--- config.mk ---
export PLATFORM = sky130hd
export DESIGN_NAME = uart_rx_frame_fsm
export DESIGN_NICKNAME = d
export VERILOG_FILES = /design/src/rtl/uart_rx_pkg.sv /design/src/rtl/uart_tmr_vote.sv /design/src/rtl/uart_rx_frame_fsm.sv
export SDC_FILE = /design/constraint.sdc
export NUM_CORES = 1
export LEC_CHECK = 0
export CORE_MARGIN = 1.5
export CORE_UTILIZATION = 25
export DETAILED_ROUTE_END_ITERATION = 10
export SLEW_MARGIN = 15
export SYNTH_ARGS = -nofsm -noshare
export SYNTH_HDL_FRONTEND = slang
export SYNTH_SLANG_ARGS = --single-unit
--- constraint.sdc ---
create_clock -name clk -period 2 [get_ports clk]
set_input_delay 0.3 -clock clk [delete_from_list [all_inputs] [get_ports clk]]
set_output_delay 0.3 -clock clk [all_outputs]
set_load 0.005 [all_outputs]
--- src/rtl/uart_rx_pkg.sv ---
// Shared constants for the UART receive path: state encodings,
// parity-mode codes and data-bit limits.
package uart_rx_pkg;

  localparam logic [4:0] ST_INTERVAL  = 5'b00001;
  localparam logic [4:0] ST_STARTBIT  = 5'b00010;
  localparam logic [4:0] ST_DATABITS  = 5'b00100;
  localparam logic [4:0] ST_PARITYBIT = 5'b01000;
  localparam logic [4:0] ST_STOPBIT   = 5'b10000;

  localparam logic [2:0] PAR_NONE  = 3'd0;
  localparam logic [2:0] PAR_EVEN  = 3'd1;
  localparam logic [2:0] PAR_ODD   = 3'd2;
  localparam logic [2:0] PAR_MARK  = 3'd3;
  localparam logic [2:0] PAR_SPACE = 3'd4;

  localparam int DATA_BITS_MIN = 5;
  localparam int DATA_BITS_MAX = 9;

  function automatic logic [3:0] clamp_bits(
    input logic [3:0] d,
    input int         mx
  );
    if (int'(d) < DATA_BITS_MIN) return 4'(DATA_BITS_MIN);
    if (int'(d) > mx) return 4'(mx);
    return d;
  endfunction

endpackage

--- src/rtl/uart_tmr_vote.sv ---
// Bitwise 2-of-3 majority voter used by the triplicated
// frame controller build.
module uart_tmr_vote #(
  parameter int W = 1
) (
  input  logic [W-1:0] a,
  input  logic [W-1:0] b,
  input  logic [W-1:0] c,
  output logic [W-1:0] y
);

  assign y = (a & b) | (a & c) | (b & c);

endmodule

--- src/rtl/uart_rx_frame_fsm.sv ---
// UART Rx frame controller: start/data/parity/stop tracking with watchdog.
// Define UART_RX_FSM_TMR_EN to triplicate state and counters.
module uart_rx_frame_fsm
  import uart_rx_pkg::*;
#(
  parameter int MAX_DATA_BITS = 9,
  parameter int CNT_W         = 4,
  parameter int TIMEOUT_TICKS = 48
) (
  input  logic             clk,
  input  logic             rst,
  input  logic             p_Enable_i,
  input  logic             Rx_Synch_i,
  input  logic             Bit_Synch_i,
  input  logic             RxBit_i,
  input  logic             StartBitErr_i,
  input  logic             AcqSig_i,
  input  logic [3:0]       DataBits_i,
  input  logic [2:0]       ParityMode_i,
  input  logic             StopBits_i,
  output logic [4:0]       State_o,
  output logic [CNT_W-1:0] BitCounter_o,
  output logic             FrameDone_o,
  output logic             ParityErr_o,
  output logic             StopErr_o,
  output logic             Timeout_o
);

  localparam int WD_W = $clog2(TIMEOUT_TICKS + 1);

  logic [4:0]       st;
  logic [4:0]       st_nx;
  logic [CNT_W-1:0] bcnt;
  logic [CNT_W-1:0] bcnt_nx;
  logic             scnt;
  logic             scnt_nx;

  logic [3:0]       cfg_bits;
  logic [2:0]       cfg_par;
  logic             cfg_stop2;
  logic             acc;
  logic             perr;
  logic             serr;
  logic [WD_W-1:0]  wd;

  logic             latch;
  logic             done;
  logic             tout;
  logic             acc_tgl;
  logic             perr_set;
  logic             serr_set;
  logic             wd_hit;
  logic             last_bit;
  logic             last_stop;
  logic             exp_par;

`ifdef UART_RX_FSM_TMR_EN
  logic [4:0]       st_a, st_b, st_c;
  logic [CNT_W-1:0] bcnt_a, bcnt_b, bcnt_c;
  logic             scnt_a, scnt_b, scnt_c;

  // every copy reloads from the voted next value
  always_ff @(posedge clk or negedge rst) begin
    if (!rst) begin
      st_a   <= ST_INTERVAL;
      st_b   <= ST_INTERVAL;
      st_c   <= ST_INTERVAL;
      bcnt_a <= '0;
      bcnt_b <= '0;
      bcnt_c <= '0;
      scnt_a <= 1'b0;
      scnt_b <= 1'b0;
      scnt_c <= 1'b0;
    end else begin
      st_a   <= st_nx;
      st_b   <= st_nx;
      st_c   <= st_nx;
      bcnt_a <= bcnt_nx;
      bcnt_b <= bcnt_nx;
      bcnt_c <= bcnt_nx;
      scnt_a <= scnt_nx;
      scnt_b <= scnt_nx;
      scnt_c <= scnt_nx;
    end
  end

  uart_tmr_vote #(.W(5)) u_vote_st (
    .a(st_a), .b(st_b), .c(st_c), .y(st)
  );
  uart_tmr_vote #(.W(CNT_W)) u_vote_bcnt (
    .a(bcnt_a), .b(bcnt_b), .c(bcnt_c), .y(bcnt)
  );
  uart_tmr_vote #(.W(1)) u_vote_scnt (
    .a(scnt_a), .b(scnt_b), .c(scnt_c), .y(scnt)
  );
`else
  always_ff @(posedge clk or negedge rst) begin
    if (!rst) begin
      st   <= ST_INTERVAL;
      bcnt <= '0;
      scnt <= 1'b0;
    end else begin
      st   <= st_nx;
      bcnt <= bcnt_nx;
      scnt <= scnt_nx;
    end
  end
`endif

  assign last_bit  = int'(bcnt) == int'(cfg_bits) - 1;
  assign last_stop = scnt == cfg_stop2;
  assign wd_hit    = AcqSig_i && wd == WD_W'(TIMEOUT_TICKS - 1);

  always_comb begin
    exp_par = acc;
    case (cfg_par)
      PAR_ODD:   exp_par = ~acc;
      PAR_MARK:  exp_par = 1'b1;
      PAR_SPACE: exp_par = 1'b0;
      default:   exp_par = acc;
    endcase
  end

  always_comb begin
    st_nx    = st;
    bcnt_nx  = bcnt;
    scnt_nx  = scnt;
    latch    = 1'b0;
    done     = 1'b0;
    tout     = 1'b0;
    acc_tgl  = 1'b0;
    perr_set = 1'b0;
    serr_set = 1'b0;
    case (st)
      ST_INTERVAL: begin
        if (p_Enable_i && Rx_Synch_i) begin
          st_nx = ST_STARTBIT;
          latch = 1'b1;
        end
      end
      ST_STARTBIT: begin
        if (Bit_Synch_i)
          st_nx = StartBitErr_i ? ST_INTERVAL : ST_DATABITS;
      end
      ST_DATABITS: begin
        if (Bit_Synch_i) begin
          acc_tgl = RxBit_i;
          if (last_bit)
            st_nx = (cfg_par == PAR_NONE) ? ST_STOPBIT : ST_PARITYBIT;
          else
            bcnt_nx = bcnt + CNT_W'(1);
        end
      end
      ST_PARITYBIT: begin
        if (Bit_Synch_i) begin
          perr_set = RxBit_i != exp_par;
          st_nx    = ST_STOPBIT;
        end
      end
      ST_STOPBIT: begin
        // a new start edge ends the frame, the open stop bit counts good
        if (last_stop && p_Enable_i && Rx_Synch_i) begin
          st_nx = ST_STARTBIT;
          latch = 1'b1;
          done  = 1'b1;
        end else if (Bit_Synch_i) begin
          serr_set = !RxBit_i;
          if (last_stop) begin
            st_nx = ST_INTERVAL;
            done  = 1'b1;
          end else begin
            scnt_nx = 1'b1;
          end
        end
      end
      default: st_nx = ST_INTERVAL;
    endcase
    if (st != ST_INTERVAL && wd_hit) begin
      st_nx = ST_INTERVAL;
      tout  = 1'b1;
      done  = 1'b0;
      latch = 1'b0;
    end
    if (!p_Enable_i) begin
      st_nx = ST_INTERVAL;
      tout  = 1'b0;
      done  = 1'b0;
      latch = 1'b0;
    end
    if (st_nx != ST_DATABITS) bcnt_nx = '0;
    if (st_nx != ST_STOPBIT) scnt_nx = 1'b0;
  end

  always_ff @(posedge clk or negedge rst) begin
    if (!rst) begin
      cfg_bits    <= 4'(DATA_BITS_MIN);
      cfg_par     <= PAR_NONE;
      cfg_stop2   <= 1'b0;
      acc         <= 1'b0;
      perr        <= 1'b0;
      serr        <= 1'b0;
      wd          <= '0;
      FrameDone_o <= 1'b0;
      ParityErr_o <= 1'b0;
      StopErr_o   <= 1'b0;
      Timeout_o   <= 1'b0;
    end else begin
      if (latch) begin
        cfg_bits  <= clamp_bits(DataBits_i, MAX_DATA_BITS);
        cfg_par   <= (ParityMode_i > PAR_SPACE) ? PAR_NONE : ParityMode_i;
        cfg_stop2 <= StopBits_i;
      end
      if (latch || st_nx == ST_INTERVAL) begin
        acc  <= 1'b0;
        perr <= 1'b0;
        serr <= 1'b0;
      end else begin
        acc  <= acc ^ acc_tgl;
        perr <= perr | perr_set;
        serr <= serr | serr_set;
      end
      if (st == ST_INTERVAL || st_nx != st || Bit_Synch_i)
        wd <= '0;
      else if (AcqSig_i && wd != WD_W'(TIMEOUT_TICKS))
        wd <= wd + WD_W'(1);
      FrameDone_o <= done;
      ParityErr_o <= done & perr;
      StopErr_o   <= done & (serr | serr_set);
      Timeout_o   <= tout;
    end
  end

  assign State_o      = st;
  assign BitCounter_o = bcnt;

endmodule

Yosys cells after proc, flatten, opt, wreduce, memory -nomap -nowiden --
Index checks and enable logic that the tools add are counted.
Storage, ports and cells: output and inout port bits 13, bits of input ports 16, bits in registers 31, logic and storage cells 123
Operators by class: multiplexer cells 58, $add $sub $neg 3, order comparisons 3, bitwise gates (word level) 6, reduce and logical (&&, ||, !) cells 18, equality and inequality tests 21
Operator list (number):
- $mux 5 | 11
- $mux 1 | 32
- $mux 4 | 8
- $pmux 5 s5 | 1
- $mux 6 | 2
- $eq 5x1->1 const B | 2
- $reduce_bool 2->1 | 5
- $add 6x1->6 const B | 1
- $eq 3x2->1 const B | 2
- $eq 6x6->1 const B | 1
- $logic_and 1x1->1 | 6
- $mux 3 | 2
- $ne 2x1->1 const B | 3
- $ne 6x6->1 const B | 1
- $eq 5x2->1 const B | 1
- $eq 5x3->1 const B | 1
- $eq 5x4->1 const B | 1
- $eq 5x5->1 | 1
- $eq 5x5->1 const B | 1
- $ne 5x1->1 const B | 1
- $ne 5x3->1 const B | 1
- $ne 5x5->1 | 1
- $ne 5x5->1 const B | 1
- $sub 4x1->5 const B | 1
- other kinds (18) | 22

Depth between registers and ports, before layout --
word-level depth 12, mapped depth 8, gate-level depth less buffers 7

Least setup slack after synthesis --
No wires, ideal clock.
path type reg-to-reg, start point reg cfg_bits[0], end point reg bcnt[3] (netlist: BitCounter_o[3]), stages on the path, launching flop included 9, data required time 1896 ps, setup time 104 ps, setup slack -133 ps, arrival 2029 ps, cells stage by stage dfstp_2 > inv_1 > ha_1 > xor2_1 > nand2_1 > nor4_1 > clkbuf_1 > a2111o_1 > a221oi_1
Between the ends: word-level cells in the longest chain between the ends 10, elaborated cells on any way between the ends 13
Ends and longest elaborated chain:
- start: declaration | line uart_rx_frame_fsm.sv:38 | logic [3:0] cfg_bits;
- start signal: assignment | line uart_rx_frame_fsm.sv:196 | cfg_bits <= 4'(DATA_BITS_MIN);
- start signal: assignment | line uart_rx_frame_fsm.sv:209 | cfg_bits <= clamp_bits(DataBits_i, MAX_DATA_BITS);
- $sub 4x1->5 (*) | line uart_rx_frame_fsm.sv:110 | assign last_bit = int'(bcnt) == int'(cfg_bits) - 1;
- $eq 5x5->1 (*) | line uart_rx_frame_fsm.sv:110
- $mux 5 | line uart_rx_frame_fsm.sv:148 | if (last_bit)
- $mux 5 | line uart_rx_frame_fsm.sv:146 | if (Bit_Synch_i) begin
- $pmux 5 s5 | line uart_rx_frame_fsm.sv:134 | case (st)
- $mux 5 | line uart_rx_frame_fsm.sv:178 | if (st != ST_INTERVAL && wd_hit) begin
- $mux 5 | line uart_rx_frame_fsm.sv:184 | if (!p_Enable_i) begin
- $ne 5x3->1 | line uart_rx_frame_fsm.sv:190 | if (st_nx != ST_DATABITS) bcnt_nx = '0;
- $ne 2x1->1 (no line) / $reduce_bool 2->1 (equally long branches)
- $reduce_and 3->1 (no line)
- end signal: assignment | line uart_rx_frame_fsm.sv:104 | bcnt <= bcnt_nx;
- end: declaration | line uart_rx_frame_fsm.sv:33 | logic [CNT_W-1:0] bcnt;
Every way passes the cells marked *; elsewhere a longest branch is shown, timed or not. A chain may end at the register's enable or synchronous reset.

Worst setup path in the final report --
start point reg cfg_bits[0], end point reg bcnt[1] (netlist: BitCounter_o[1])
Same word-level chain as after synthesis.

==> impl_metrics.csv <==
group,metric,value,unit
outcome,status,"finished with violations",
outcome,violations,"negative setup slack",
global_routing,grt_pass1_wl,6790,um
power,switching_share,27.3,%
timing,report.final.slew_viol_count,0,
synthesis,yosys_warnings,0,
synthesis,ys_seq_elements,31,
synthesis,synthArstFlopShare,100,%
drt,postRouteAntennaNets,0,
job,cap_violations,0,
place,gp_congestion,0.796,
synthesis,synth_top_area_share,38.8,%
critical_path,crit_buf_inv,2,
clock_tree,clk_pin_slew,0.07,ns
critical_path,cp-endpoint,"BitCounter_o[1]$_DFFE_PN0P_",
synthesis,ys_seq_area_share,43.2,%
drt,vias_per_cell,4.63,
clock_tree,cts_sinks,31,
place,io_buffers,28,
floorplan,dieArea,7740,um2
power,total_power,1.53,mW
power,powerDensity,579,nW/um2
timing,hold_viol_final,0,
floorplan,core_area,6910,um2
synthesis,ys.flop_type,"dfrtp_1",
critical_path,r2r_start,"cfg_bits[0]$_DFFE_PN1P_",
critical_path,critPathMaxStageDelay,0.53,ns
synthesis,syn_nets,199,
power,power_frac_seq,45.8,%
timing,fin_crit_sh,104,%
drt,firstDrtPassIters,4,
floorplan,row_count,30,
critical_path,rrSetupSlack,-0.07,ns
synthesis,syn-cell-area,1810,um2
floorplan,start_util,26.1,%
synthesis,synth_edf_count,0,
clock_tree,clockBufferDepth,2,
floorplan,die_width,88.0,um
synthesis,ys_types,55,
global_routing,grt_pass1_vias,1466,
critical_path,r2r_end,"BitCounter_o[1]$_DFFE_PN0P_",
power,power.internal,1.11,mW
critical_path,cp_top_family,"compound AO/OA/AOI/OAI gates",
power,pwr-share-comb,24.0,%
global_routing,grt_usage,11.2,%
global_routing,grt_max_degree,32,
timing,fmax,483,MHz
timing,rsz0062_at_grt,"yes",
clock_tree,cts_hold_buffers,0,
critical_path,cp_slowest_cell,"dfstp_2",
critical_path,critical_path_cell_count,8,
critical_path,crit_type,"flop to flop",
synthesis,ys_top_cells_by_count,"28 x dfrtp_1, 12 x nor2_1, 10 x nand2_1",
power,vdd_drop_max,0.000256,V
final_layout,drive_above_1_share,31.0,%
final_layout,fin_util,38.2,%
synthesis,postSynthAreaPerCell,10.1,um2
clock_tree,clk_latency,0.28,ns
critical_path,path_cells,"inv_2, ha_4, xor2_1, nand2_1, nor4_2, buf_4, a2111o_1, a221oi_2",
drt,num_vias,1594,
clock_tree,cts_tree,"done",
place,post-place-ws,-0.169,ns
floorplan,die_h,88.0,um
synthesis,synth.area.top_cells,"dfrtp_1 39%, dfstp_2 4.4%, mux2_2 3.1%, xnor2_1 2.9%, xor2_1 2.9%",
timing,setup_slack,-0.0706,ns
power,power_leakage,1.06,nW
synthesis,netlist_instances,179,
drt,wire_per_inst,12.5,um
critical_path,cp.required,2.19,ns
critical_path,crit_path_end_kind,"flop",
critical_path,critPathMaxFanout,5,
critical_path,crit_path_start,"cfg_bits[0]$_DFFE_PN1P_",
hold_path,hold_path_class,"input port to asynchronous set/reset pin",
timing,tns,-0.290,ns
final_layout,diodes,0,
timing,fin_crit,2.07,ns
critical_path,startpoint_type,"flop",
clock_tree,clock-root-buffer,"clkbuf_8",
power,clock_power_share,30.2,%
place,dp.cells,332,
final_layout,area_growth,46.2,%
critical_path,worst-r2r-cell-count,8,
floorplan,io_pins,29,
place,hpwlAfterDp,3170,um
global_routing,antenna_found_initial,0,
synthesis,yosys.area.top_type,"dfrtp_1",
final_layout,instances_no_fill,344,
final_layout,finish.net_count,267,
clock_tree,htreeDepth,2,
drt,wirelength,4310,um
timing,max_slew_margin,69.2,%
critical_path,worstPathArrival,2.26,ns
timing,worst_clock_skew,0.00822,ns
synthesis,yosysMostFrequentCell,"dfrtp_1",
timing,tightest_slew,0.457,ns
timing,finalSetupViolCount,11,
power,p_sw,417,uW
clock_tree,numCtsBuffers,5,
drt,drt_iter0_drc,60,
drt,drc,0,
global_routing,overflow,0,
==> layer usage <==
metal | track usage, % | share of wire (%) | wire length, um | vias to the layer above
met5 | 0 | 0 | 0 | -
met4 | 3.46 | 0.77 | 33 | 0
met3 | 2.17 | 3.8 | 163 | 4
met2 | 18.0 | 49 | 2120 | 28
met1 | 15.2 | 46 | 1990 | 773
li1 | - | - | - | 789
==> repair_timing <==
action | in CTS | in global routing
cloned | 0 | 1
setup buffers | 1 | 2
gates resized for setup | 1 | 11
setup endpoints to repair | 11 | 21
pin swaps | 1 | 8
==> sequential cells by signal, summed over array words and instances (netlist names), 3 cells and up <==
register      flops
cfg_par           3
State_o           5
wd                6
BitCounter_o      4
cfg_bits          4
==> layout by cell type, fill, tap and decap left out, types with 3 or more instances in the layout <==
master | synthesis | final
a21oi_1 | 8 | 8
a221oi_2 | 1 | 5
buf_4 | 0 | 36
clkbuf_1 | 1 | 3
clkbuf_8 | 0 | 5
clkdlybuf4s50_1 | 0 | 28
dfrtp_1 | 28 | 28
dfstp_2 | 3 | 3
inv_1 | 9 | 8
mux2_2 | 5 | 5
mux2i_1 | 3 | 3
nand2_1 | 10 | 10
nand2b_1 | 3 | 3
nand3_1 | 4 | 4
nand3b_1 | 4 | 4
nand4_1 | 3 | 3
nor2_1 | 12 | 12
nor2_4 | 1 | 4
nor2b_1 | 5 | 5
nor3_1 | 3 | 3
nor3b_2 | 2 | 3
o21ai_0 | 7 | 7
xnor2_1 | 6 | 6
xor2_1 | 6 | 6
==> cell families (layout without fill, tap and decap cells) <==
logic type      count (synthesis)  in the layout  synth area share (%)
buf+inv                        15             84                  3.81
fa+ha+maj                       4              4                  2.77
xor+xnor                       12             12                  5.82
flops                          31             31                  43.2
mux                             9              9                  5.41
compound gates                 36             36                  14.4
simple gates                   72             72                  24.6
==> worst min path at each step <==
stage	depth (start not counted)	to	from	slack [ns]
after floorplan	0	BitCounter_o[0]$_DFFE_PN0P_	rst	0.004
after global placement	2	StopErr_o$_DFF_PN0_	serr$_DFF_PN0_	0.48
after detailed placement	2	StopErr_o$_DFF_PN0_	serr$_DFF_PN0_	0.48
after CTS	2	State_o[1]$_DFF_PN0_	rst	0.43
after global routing	2	Timeout_o$_DFF_PN0_	rst	0.45
final	2	State_o[1]$_DFF_PN0_	rst	0.42
==> cell type report <==
class | instances | area [um2]
inverter | 9 | 33.8
clock buffer | 8 | 80.1
sequential | 31 | 779
fill | 727 | 4270
tap | 96 | 120
timing repair buffer | 67 | 587
multi-input combinational | 133 | 1040
==> power by group through the flow <==
| stage | registers [mW] | clock network, mW | logic [mW] |
|---|---|---|---|
| 2_1_floorplan | 0.704 | 0 | 0.189 |
| 3_3_place_gp | 0.710 | 0 | 0.328 |
| 3_5_place_dp | 0.712 | 0 | 0.331 |
| 4_1_cts | 0.701 | 0.475 | 0.343 |
| 5_1_grt | 0.705 | 0.511 | 0.401 |
| 6_report | 0.700 | 0.461 | 0.367 |
==> per-stage QoR <==
stage,area (um2),hold slack [ns]
after CTS,2570,0.431
after global routing,2640,0.454
after detailed placement,2480,0.484
after global placement,2480,0.480
final,2640,0.416
after floorplan,1850,0.00441
Power figures use the tool's default switching activity.
